===== config.mk =====
export PLATFORM = sky130hd
export DESIGN_NAME = tinuc_hazard_ctrl
export DESIGN_NICKNAME = d
export VERILOG_FILES = /design/src/rtl/tinuc_hazard_ctrl.sv
export SDC_FILE = /design/constraint.sdc
export NUM_CORES = 1
export LEC_CHECK = 0
export CAP_MARGIN = 30
export CORE_AREA = 4 4 81 83
export DETAILED_ROUTE_END_ITERATION = 8
export DIE_AREA = 0 0 85 87
export GPL_TIMING_DRIVEN = 0
export PLACE_DENSITY = 0.75
export SLEW_MARGIN = 20
export SYNTH_ARGS = -nofsm -noshare
export SYNTH_HDL_FRONTEND = slang
export SYNTH_SLANG_ARGS = --single-unit

===== constraint.sdc =====
create_clock -name CLK -period 1.5 [get_ports CLK]
set_input_delay 0.225 -clock CLK [delete_from_list [all_inputs] [get_ports CLK]]
set_output_delay 0.225 -clock CLK [all_outputs]
set_load 0.01 [all_outputs]

===== src/rtl/tinuc_hazard_ctrl.sv =====
// TinuC hazard/forwarding controller: tracks in-flight destinations over DEPTH post-ID stages.
// Define TINUC_HZD_PERF_EN to build the stall/flush performance counters.
module tinuc_hazard_ctrl #(
    parameter int  NREG     = 32,
    parameter int  LOAD_LAT = 1,
    localparam int AW       = $clog2(NREG),
    localparam int DEPTH    = 2 + LOAD_LAT,
    localparam int SW       = $clog2(DEPTH)
) (
    input  logic          CLK,
    input  logic          RESET,
    input  logic          id_valid,
    input  logic [AW-1:0] id_rs1,
    input  logic [AW-1:0] id_rs2,
    input  logic          id_use1,
    input  logic          id_use2,
    input  logic [AW-1:0] id_rd,
    input  logic          id_regwrite,
    input  logic          id_load,
    input  logic          flush,
    input  logic          hold,
    output logic          stall,
    output logic [SW-1:0] fwd_a,
    output logic [SW-1:0] fwd_b,
    output logic          ex_kill,
    output logic [31:0]   stall_cnt,
    output logic [31:0]   flush_cnt
);

    typedef struct packed {
        logic          valid;
        logic [AW-1:0] rd;
        logic          regwrite;
        logic          load;
    } entry_t;

    entry_t [DEPTH-1:0] ent_q, ent_d;
    logic [AW-1:0]      rs1_q, rs1_d, rs2_q, rs2_d;
    logic               use1_q, use1_d, use2_q, use2_d;
    logic               issue;

    function automatic logic producing(entry_t e);
        return e.valid && e.regwrite && (e.rd != '0);
    endfunction

    // First stage index from which this entry's result can be forwarded.
    function automatic int ready_idx(entry_t e);
        return e.load ? 1 + LOAD_LAT : 1;
    endfunction

    always_comb begin
        stall = 1'b0;
        for (int j = 0; j <= DEPTH - 2; j++) begin
            if (producing(ent_q[j]) && (j + 1 < ready_idx(ent_q[j])) &&
                ((id_use1 && (id_rs1 == ent_q[j].rd)) ||
                 (id_use2 && (id_rs2 == ent_q[j].rd))))
                stall = 1'b1;
        end
        if (!id_valid || flush || hold)
            stall = 1'b0;
    end

    // Scan oldest to youngest so the youngest forwardable match overwrites the rest.
    always_comb begin
        fwd_a = '0;
        fwd_b = '0;
        for (int k = DEPTH - 1; k >= 1; k--) begin
            if (producing(ent_q[k]) && (k >= ready_idx(ent_q[k]))) begin
                if (use1_q && (rs1_q == ent_q[k].rd))
                    fwd_a = SW'(k);
                if (use2_q && (rs2_q == ent_q[k].rd))
                    fwd_b = SW'(k);
            end
        end
        if (!ent_q[0].valid) begin
            fwd_a = '0;
            fwd_b = '0;
        end
    end

    assign ex_kill = !ent_q[0].valid;
    assign issue   = id_valid && !stall && !flush;

    always_comb begin
        ent_d  = ent_q;
        rs1_d  = rs1_q;
        rs2_d  = rs2_q;
        use1_d = use1_q;
        use2_d = use2_q;
        if (!hold) begin
            for (int k = DEPTH - 1; k >= 1; k--)
                ent_d[k] = ent_q[k-1];
            // The instruction leaving EX on a taken branch must never commit.
            if (flush)
                ent_d[1].valid = 1'b0;
            ent_d[0] = {issue, id_rd, id_regwrite, id_load};
            rs1_d    = id_rs1;
            rs2_d    = id_rs2;
            use1_d   = id_use1;
            use2_d   = id_use2;
        end
    end

    always_ff @(posedge CLK or posedge RESET) begin
        if (RESET) begin
            ent_q  <= '0;
            rs1_q  <= '0;
            rs2_q  <= '0;
            use1_q <= 1'b0;
            use2_q <= 1'b0;
        end else begin
            ent_q  <= ent_d;
            rs1_q  <= rs1_d;
            rs2_q  <= rs2_d;
            use1_q <= use1_d;
            use2_q <= use2_d;
        end
    end

`ifdef TINUC_HZD_PERF_EN
    logic [31:0] stall_cnt_q, flush_cnt_q;

    always_ff @(posedge CLK or posedge RESET) begin
        if (RESET) begin
            stall_cnt_q <= '0;
            flush_cnt_q <= '0;
        end else if (!hold) begin
            if (stall)
                stall_cnt_q <= stall_cnt_q + 32'd1;
            if (flush)
                flush_cnt_q <= flush_cnt_q + 32'd1;
        end
    end

    assign stall_cnt = stall_cnt_q;
    assign flush_cnt = flush_cnt_q;
`else
    assign stall_cnt = '0;
    assign flush_cnt = '0;
`endif

endmodule

==> results of run 1 <==
registers in the layout, indices dropped and copies added (netlist names):
signal	flops
ent_q	23
use2_q	1
use1_q	1
rs1_q	5
rs2_q	5
worst reg2reg max path: stages (launching register included):
cell and delay [ps]:
sky130_fd_sc_hd__dfrtp_2 470, sky130_fd_sc_hd__xnor2_4 180, sky130_fd_sc_hd__nand4_1 130, sky130_fd_sc_hd__o22ai_2 190, sky130_fd_sc_hd__buf_4 130, sky130_fd_sc_hd__a21oi_1 50
stage by stage:
| stage | hold slack [ps] | utilization, % | total power, W | instances | cell area [sq um] |
|---|---|---|---|---|---|
| 6_report | 378 | 53.3 | 0.00283 | 390 | 3120 |
| 3_3_place_gp | 472 | 48.8 | 0.00185 | 372 | 2860 |
| 4_1_cts | 386 | 52.2 | 0.00281 | 387 | 3050 |
| 3_5_place_dp | 473 | 48.8 | 0.00187 | 372 | 2860 |
| 2_1_floorplan | 311 | - | 0.00170 | 268 | 2470 |
| 5_1_grt | 417 | 53.3 | 0.00295 | 390 | 3120 |
power by group:
group          internal [W]  switching [W]  total [W]
combinational      0.000428       0.000307   0.000735
clock              0.000537       0.000344   0.000881
sequential          0.00106       0.000148    0.00121
total               0.00203       0.000799    0.00283
cells by family after synthesis:
logic type,count (synthesis),share of synthesized area [%]
other,1,0.168
and+or+nand+nor,28,6.86
muxes,32,16.2
AOI/OAI and AO/OA,8,2.70
buffers and inverters,71,22.9
xor gates and xnor gates,30,11.8
DFF,35,39.3
Yosys cell counts, drive strengths merged:
library cell	count
nand2	5
clkbuf	1
mux2	32
nand4	4
xor2	8
o2111ai	2
nand2b	1
a21oi	3
o22ai	1
or4	2
nor2	2
and3b	1
buf	67
nor2b	1
inv	3
o31ai	1
a21o	1
conb	1
nor4	4
nand3	3
nor3	5
dfrtp	35
xnor2	22
final cells by class:
type | count | area [sq um]
Clock inverter | 2 | 35.0
Multi-Input combinational cell | 162 | 1160
Buffer | 68 | 505
Sequential cell | 35 | 881
Inverter | 3 | 11.3
Timing Repair Buffer | 39 | 350
Fill cell | 509 | 2730
Clock buffer | 6 | 82.6
Tap cell | 75 | 93.8
metal layers:
| metal | up-vias | wire (microns) |
|---|---|---|
| met1 | 714 | 1630 |
| met3 | 6 | 605 |
| met4 | 0 | 62 |
| met5 | - | 0 |
| li1 | 782 | - |
| met2 | 92 | 2360 |
final timing paths:
path	startpoint	endpoint	slack (ps)
max	ent_q[10]$_DFFE_PP0N_	fwd_b[1]	-710
min	RESET	ent_q[5]$_DFFE_PP0N_	380
max reg2reg	ent_q[6]$_DFFE_PP0N_	ent_q[7]$_DFFE_PP0N_	240
min reg2reg	ent_q[8]$_DFFE_PP0N_	ent_q[8]$_DFFE_PP0N_	490
max in group asynchronous	RESET	ent_q[6]$_DFFE_PP0N_	610
min in group CLK	id_rs1[4]	rs1_q[4]$_DFFE_PP0N_	430
what timing repair did:
item,CTS,global route
pin swaps,4,2
setup buffers,7,3
hold buffers,0,0
endpoints found under the setup margin,32,29
gates resized for setup,33,10
==> results.md, run 1 <==
* Data arrival at the endpoint of the critical path at 1980 ps
* Most common cell after layout, fill and taps aside: sky130_fd_sc_hd__buf_4
* Synthesized flop and latch total at 35
* Vias in the first global route at 1554
* Post-layout net count at 338
* Final Hold Fails at 0
* Leakage power at 1.52 nW
* Layout overhead on the synthesized area at 40.1%
* Fraction of final layout cells sized beyond drive strength 1 at 43.8%
* RSZ-0062 raised after global routing: yes
* Number of DRC markers after the initial detailed-route iteration at 24
* Max Slew Vio Count at 0
* Category of cells accounting for the largest share of critical-path delay: simple AND/OR/NAND/NOR gates
* Number of antenna cells inserted at 0
* Final worst slack at -708 ps
* Largest voltage drop on the vdd net at 0.798 mV
* Final cycle utilization of the critical path at 147%
* Main area contributors after synthesis: sky130_fd_sc_hd__dfrtp_1 (39%), sky130_fd_sc_hd__buf_4 (22%), sky130_fd_sc_hd__mux2_2 (16%), sky130_fd_sc_hd__xnor2_1 (8.7%), sky130_fd_sc_hd__xor2_1 (3.1%)
* Pre-antenna DRT Iters at 4
* Stages on the worst setup path at 6
* Mapped Cells at 205
* Post-place setup slack at -819 ps
* Vert. Die Dim at 87 microns
* Area leader, netlist: sky130_fd_sc_hd__dfrtp_1
* Power density over the cells at 907 mW/mm^2
* Met2 track demand over resource in global routing at 22.1%
* CTS Root Cell: sky130_fd_sc_hd__clkbuf_8
* Overall track demand over capacity in global routing at 12.4%
* Count of boundary I/O pins at 94
* Met3 global-route usage at 4.35%
* DP HPWL at 3.52 mm
* Buffers and inverters on the worst path at 2
* Number of levels in the clock H-tree at 2
* Core box area at 0.00585 sq mm
* Clock net sink count at 35
* Endpoint kind of the worst setup timing path: output port
* Final setup skew at 4.96 ps
* Netlist Area Pre-Place at 0.00223 sq mm
* Per-instance average area after synthesis at 10.9 sq um
* Number of buffers added by the clock tree synthesis step at 5
* Synth warnings at 0
* Total DRC errors in the routed layout at 0
* Hold Path Class: input port to async pin
* Global route overflow at 0
* Result of the run: finished, violations left
* Total Die Area at 0.00740 sq mm
* Maximum clock insertion buffer count at 2
* Initial antenna violation count at 0
* WL/cell at 11.9 microns
* Final WL at 4.66 mm
* Worst Setup Start Kind: flop
* Number of nets with antenna violations after routing at 0
* Largest incremental delay on the critical path at 550 ps
* Sequential-to-total area share from yosys stat at 39.3%
* Commonest cells after routing, fill and taps aside: sky130_fd_sc_hd__buf_4 (72), sky130_fd_sc_hd__conb_1 (64), sky130_fd_sc_hd__mux2_2 (32)
* Setup CP Type: flop to output port
* Reg2reg path depth at 5
* Wire length of the first global-routing pass at 7.27 mm
* Maximum achievable frequency at 453 MHz
* TritonCTS clock tree: built
* Starting density of the core at 38.0%
* Number of port buffers at 29
* Max-cap viol count at 0
* Violations in the final reports: negative setup slack
* Largest net degree at the start of global routing at 36
* Average via count per standard cell at 4.09
* Max FO, Critical Path at 3
* Required time of the critical path at 1270 ps
* Met1 usage in global routing at 13.1%
* Portion of synthesized cell area occupied by the leading cell type at 39.3%
* Site Rows at 28
* Cell Chain, Critical Path: or4_4 > o2111ai_4 > buf_6 > nor3_2 > nor3_2 > buf_2
* CTS clk-pin slew, worst paths at 70 ps
* Transition time at the pin with the least slew margin at 729 ps
* Cell repeated most along the worst path: sky130_fd_sc_hd__nor3_2
* Most utilized layer in the global route result: met2
* Sum of negative setup slack at -3210 ps
* Final number of setup-violating endpoints at 6
* Final GP Congestion at 0.860
* Die Wd at 85 microns
* Via count of the routed design at 1594
* Number of distinct library cell variants in the gate-level netlist after synthesis at 25
* Clock period minus final worst setup slack at 2210 ps
* Later-pin clock latency in the skew report at 290 ps
* Worst max-slew margin expressed relative to the limit at 51.3%
* Max stage delay cell, worst path: sky130_fd_sc_hd__or4_4
Note: power is estimated with default switching activity, not from simulation.
==> inputs of run 2 (changes only) <==
- TNS_END_PERCENT: default -> 1
==> results.md, run 2 (synthesis gave the netlist of run 1 again) <==
* Vias in the first global route at 1506 (-3.1%)
* Pre-antenna DRT Iters at 4 (unchanged)
* Largest voltage drop on the vdd net at 0.751 mV (-5.9%)
* Largest net degree at the start of global routing at 36 (unchanged)
* Number of antenna cells inserted at 0 (unchanged)
* Worst Setup Start Kind: flop
* Starting density of the core at 38.0% (unchanged)
* Combinational share of power at 25.4% (-0.6 points)
* Final worst slack at -727 ps (-19.4 ps)
* Via count of the routed design at 1573 (-1.3%)
* Data arrival at the endpoint of the critical path at 2000 ps (+20 ps)
* Violations in the final reports: negative setup slack
* Cell area after placement at 0.00286 sq mm (unchanged)
* Transition time at the pin with the least slew margin at 712 ps (-16.8 ps)
* Register bank with the most flops: ent_q
* Final GP Congestion at 0.832 (-3.3%)
* TritonCTS clock tree: built
* Switching share of power at 28.9% (+0.65 points)
* Average via count per standard cell at 4.05 (-0.81%)
* Max stage delay cell, worst path: sky130_fd_sc_hd__or4_4
* Total Die Area at 0.00740 sq mm (unchanged)
* Cell Chain, Critical Path: or4_4 > o2111ai_4 > buf_6 > nor3_2 > nor3_2 > buf_2
* Leakage power at 1.48 nW (-2.8%)
* RSZ-0062 raised after global routing: yes
* Number of DRC markers after the initial detailed-route iteration at 35 (+46%)
* Setup CP Type: flop to output port
* CTS Root Cell: sky130_fd_sc_hd__clkbuf_8
* Final number of setup-violating endpoints at 5 (-1)
* Number of nets with antenna violations after routing at 0 (unchanged)
* Maximum clock insertion buffer count at 2 (unchanged)
* Required time of the critical path at 1270 ps (about the same)
* Power dissipated by switching net loads at 0.000801 W (+0.27%)
* Power density over the cells at 907 mW/mm^2 (about the same)
* Core box area at 0.00585 sq mm (unchanged)
* Die Wd at 85 microns (unchanged)
* Result of the run: finished, violations left
* Later-pin clock latency in the skew report at 290 ps (about the same)
* Overall track demand over capacity in global routing at 12.3% (-0.087 points)
* Clock net sink count at 35 (unchanged)
* Cell repeated most along the worst path: sky130_fd_sc_hd__nor3_2
* WL/cell at 11.8 microns (-0.95%)
* Registers with the most flip-flops: ent_q (23), rs1_q (5), rs2_q (5)
* Global route overflow at 0 (unchanged)
* Most common cell after layout, fill and taps aside: sky130_fd_sc_hd__buf_4
* Final setup skew at 6.47 ps (+1.51 ps)
* Max FO, Critical Path at 3 (unchanged)
* Maximum achievable frequency at 449 MHz (-0.87%)
* Final Hold Fails at 0 (unchanged)
* Post-layout net count at 336 (-0.59%)
* DP HPWL at 3.57 mm (+1.3%)
* CTS clk-pin slew, worst paths at 80 ps (about the same)
* Site Rows at 28 (unchanged)
* Wire length of the first global-routing pass at 7.12 mm (-2.0%)
* Number of port buffers at 29 (unchanged)
* Fraction of final layout cells sized beyond drive strength 1 at 42.5% (-1.3 points)
* Cell internal power dissipation at 0.00197 W (-2.9%)
* Total DRC errors in the routed layout at 0 (unchanged)
* Commonest cells after routing, fill and taps aside: sky130_fd_sc_hd__buf_4 (71), sky130_fd_sc_hd__conb_1 (64), sky130_fd_sc_hd__mux2_2 (32)
* Non-Filler Cell Area, Final at 0.00306 sq mm (-2.0%)
* Number of levels in the clock H-tree at 2 (unchanged)
* Endpoint kind of the worst setup timing path: output port
* Clock period minus final worst setup slack at 2230 ps (+19.4 ps)
* Worst max-slew margin expressed relative to the limit at 52.5% (+1.1 points)
* Number of buffers added to fix hold violations after cts at 0 (unchanged)
* Startpoint of the lowest-slack register-to-register path: ent_q[6]$_DFFE_PP0N_
* Vert. Die Dim at 87 microns (unchanged)
* Number of buffers added by the clock tree synthesis step at 5 (unchanged)
* Final cycle utilization of the critical path at 148% (+1.3 points)
* Count of boundary I/O pins at 94 (unchanged)
* Proportion of power drawn by the clock network at 30.9% (-0.3 points)
* Total placed cells including tap cells at 372 (unchanged)
* Initial antenna violation count at 0 (unchanged)
* Crit path from: ent_q[10]$_DFFE_PP0N_
* Final cell count without fillers at 388 (-0.51%)
* Largest incremental delay on the critical path at 570 ps (+20 ps)
* Layout overhead on the synthesized area at 37.3%
* Share of power burned in registers at 43.6% (+0.8 points)
* Max Slew Vio Count at 0 (unchanged)
* Max-cap viol count at 0 (unchanged)
* Flip-flop count of the largest register, all copies and words added at 23 (unchanged)
* Final WL at 4.59 mm (-1.5%)
* Hold Path Class: input port to async pin
## run 2: cell count changes in the layout (fill, tap and decap cells not counted), sizes merged
cell	delta
clkdlybuf4s50	-1
dlygate4sd2	+2
dlymetal6s2s	-1
clkdlybuf4s15	+1
clkinv	+1
clkbuf	-1
buf	-3
## run 2: what timing repair did
action | CTS | global route
resized for setup | 25 | 6
gates cloned | 0 | 0
setup buffers | 7 | 1
pin swaps | 1 | 1
setup endpoints to repair | 32 | 5
## run 2: path summary, 6_finish.rpt
check,end,slack (ps),cells past startpoint
max,fwd_b[1],-730,6
min,ent_q[6]$_DFFE_PP0N_,370,2
max reg2reg,ent_q[7]$_DFFE_PP0N_,350,4
min reg2reg,ent_q[8]$_DFFE_PP0N_,500,1
max in group asynchronous,ent_q[13]$_DFFE_PP0N_,610,2
min in group CLK,rs1_q[4]$_DFFE_PP0N_,430,2
## run 2: layout make-up
| type | count | area [sq um] |
|---|---|---|
| flip-flops and latches | 35 | 881 |
| well taps | 75 | 93.8 |
| plain buffers | 68 | 500 |
| clock inverters | 3 | 43.8 |
| repair buffers | 37 | 332 |
| multi-input cells | 162 | 1120 |
| fillers | 543 | 2800 |
| inverters | 3 | 11.3 |
| clock buffers | 5 | 68.8 |
## run 2: critical path: cells and delay by family (launching register included)
| family | cells | cell delay, ps |
|---|---|---|
| and+or+nand+nor | 3 | 740 |
| buffers and inverters | 2 | 310 |
| DFF | 1 | 400 |
| AOI/OAI and AO/OA | 1 | 250 |
## run 2: per-stage QoR
step | setup WS, ps | power, W | utilization, % | setup TNS, ps | hold slack, ps
2_1_floorplan | -159 | 0.00170 | - | -328 | 311
3_3_place_gp | -758 | 0.00185 | 48.8 | -26540 | 480
3_5_place_dp | -799 | 0.00187 | 48.8 | -16030 | 491
4_1_cts | -738 | 0.00277 | 51.9 | -3470 | 404
5_1_grt | -784 | 0.00292 | 52.2 | -3380 | 438
6_report | -727 | 0.00277 | 52.2 | -3070 | 374
## run 2: layer usage
metal | wire, microns | GRT usage (%) | up-vias
met5 | 0 | 0 | -
met4 | 53 | 4.32 | 0
met3 | 525 | 4.26 | 6
met2 | 2270 | 21.8 | 82
met1 | 1740 | 13.8 | 709
li1 | - | - | 776
## run 2: power by group through the flow
stage	Clock (W)	Combinational (W)	Sequential, W
final	0.000857	0.000705	0.00121
after global routing	0.000923	0.000769	0.00123
after CTS	0.000877	0.000690	0.00121
after detailed placement	0	0.000639	0.00123
after global placement	0	0.000627	0.00123
after floorplan	0	0.000517	0.00118
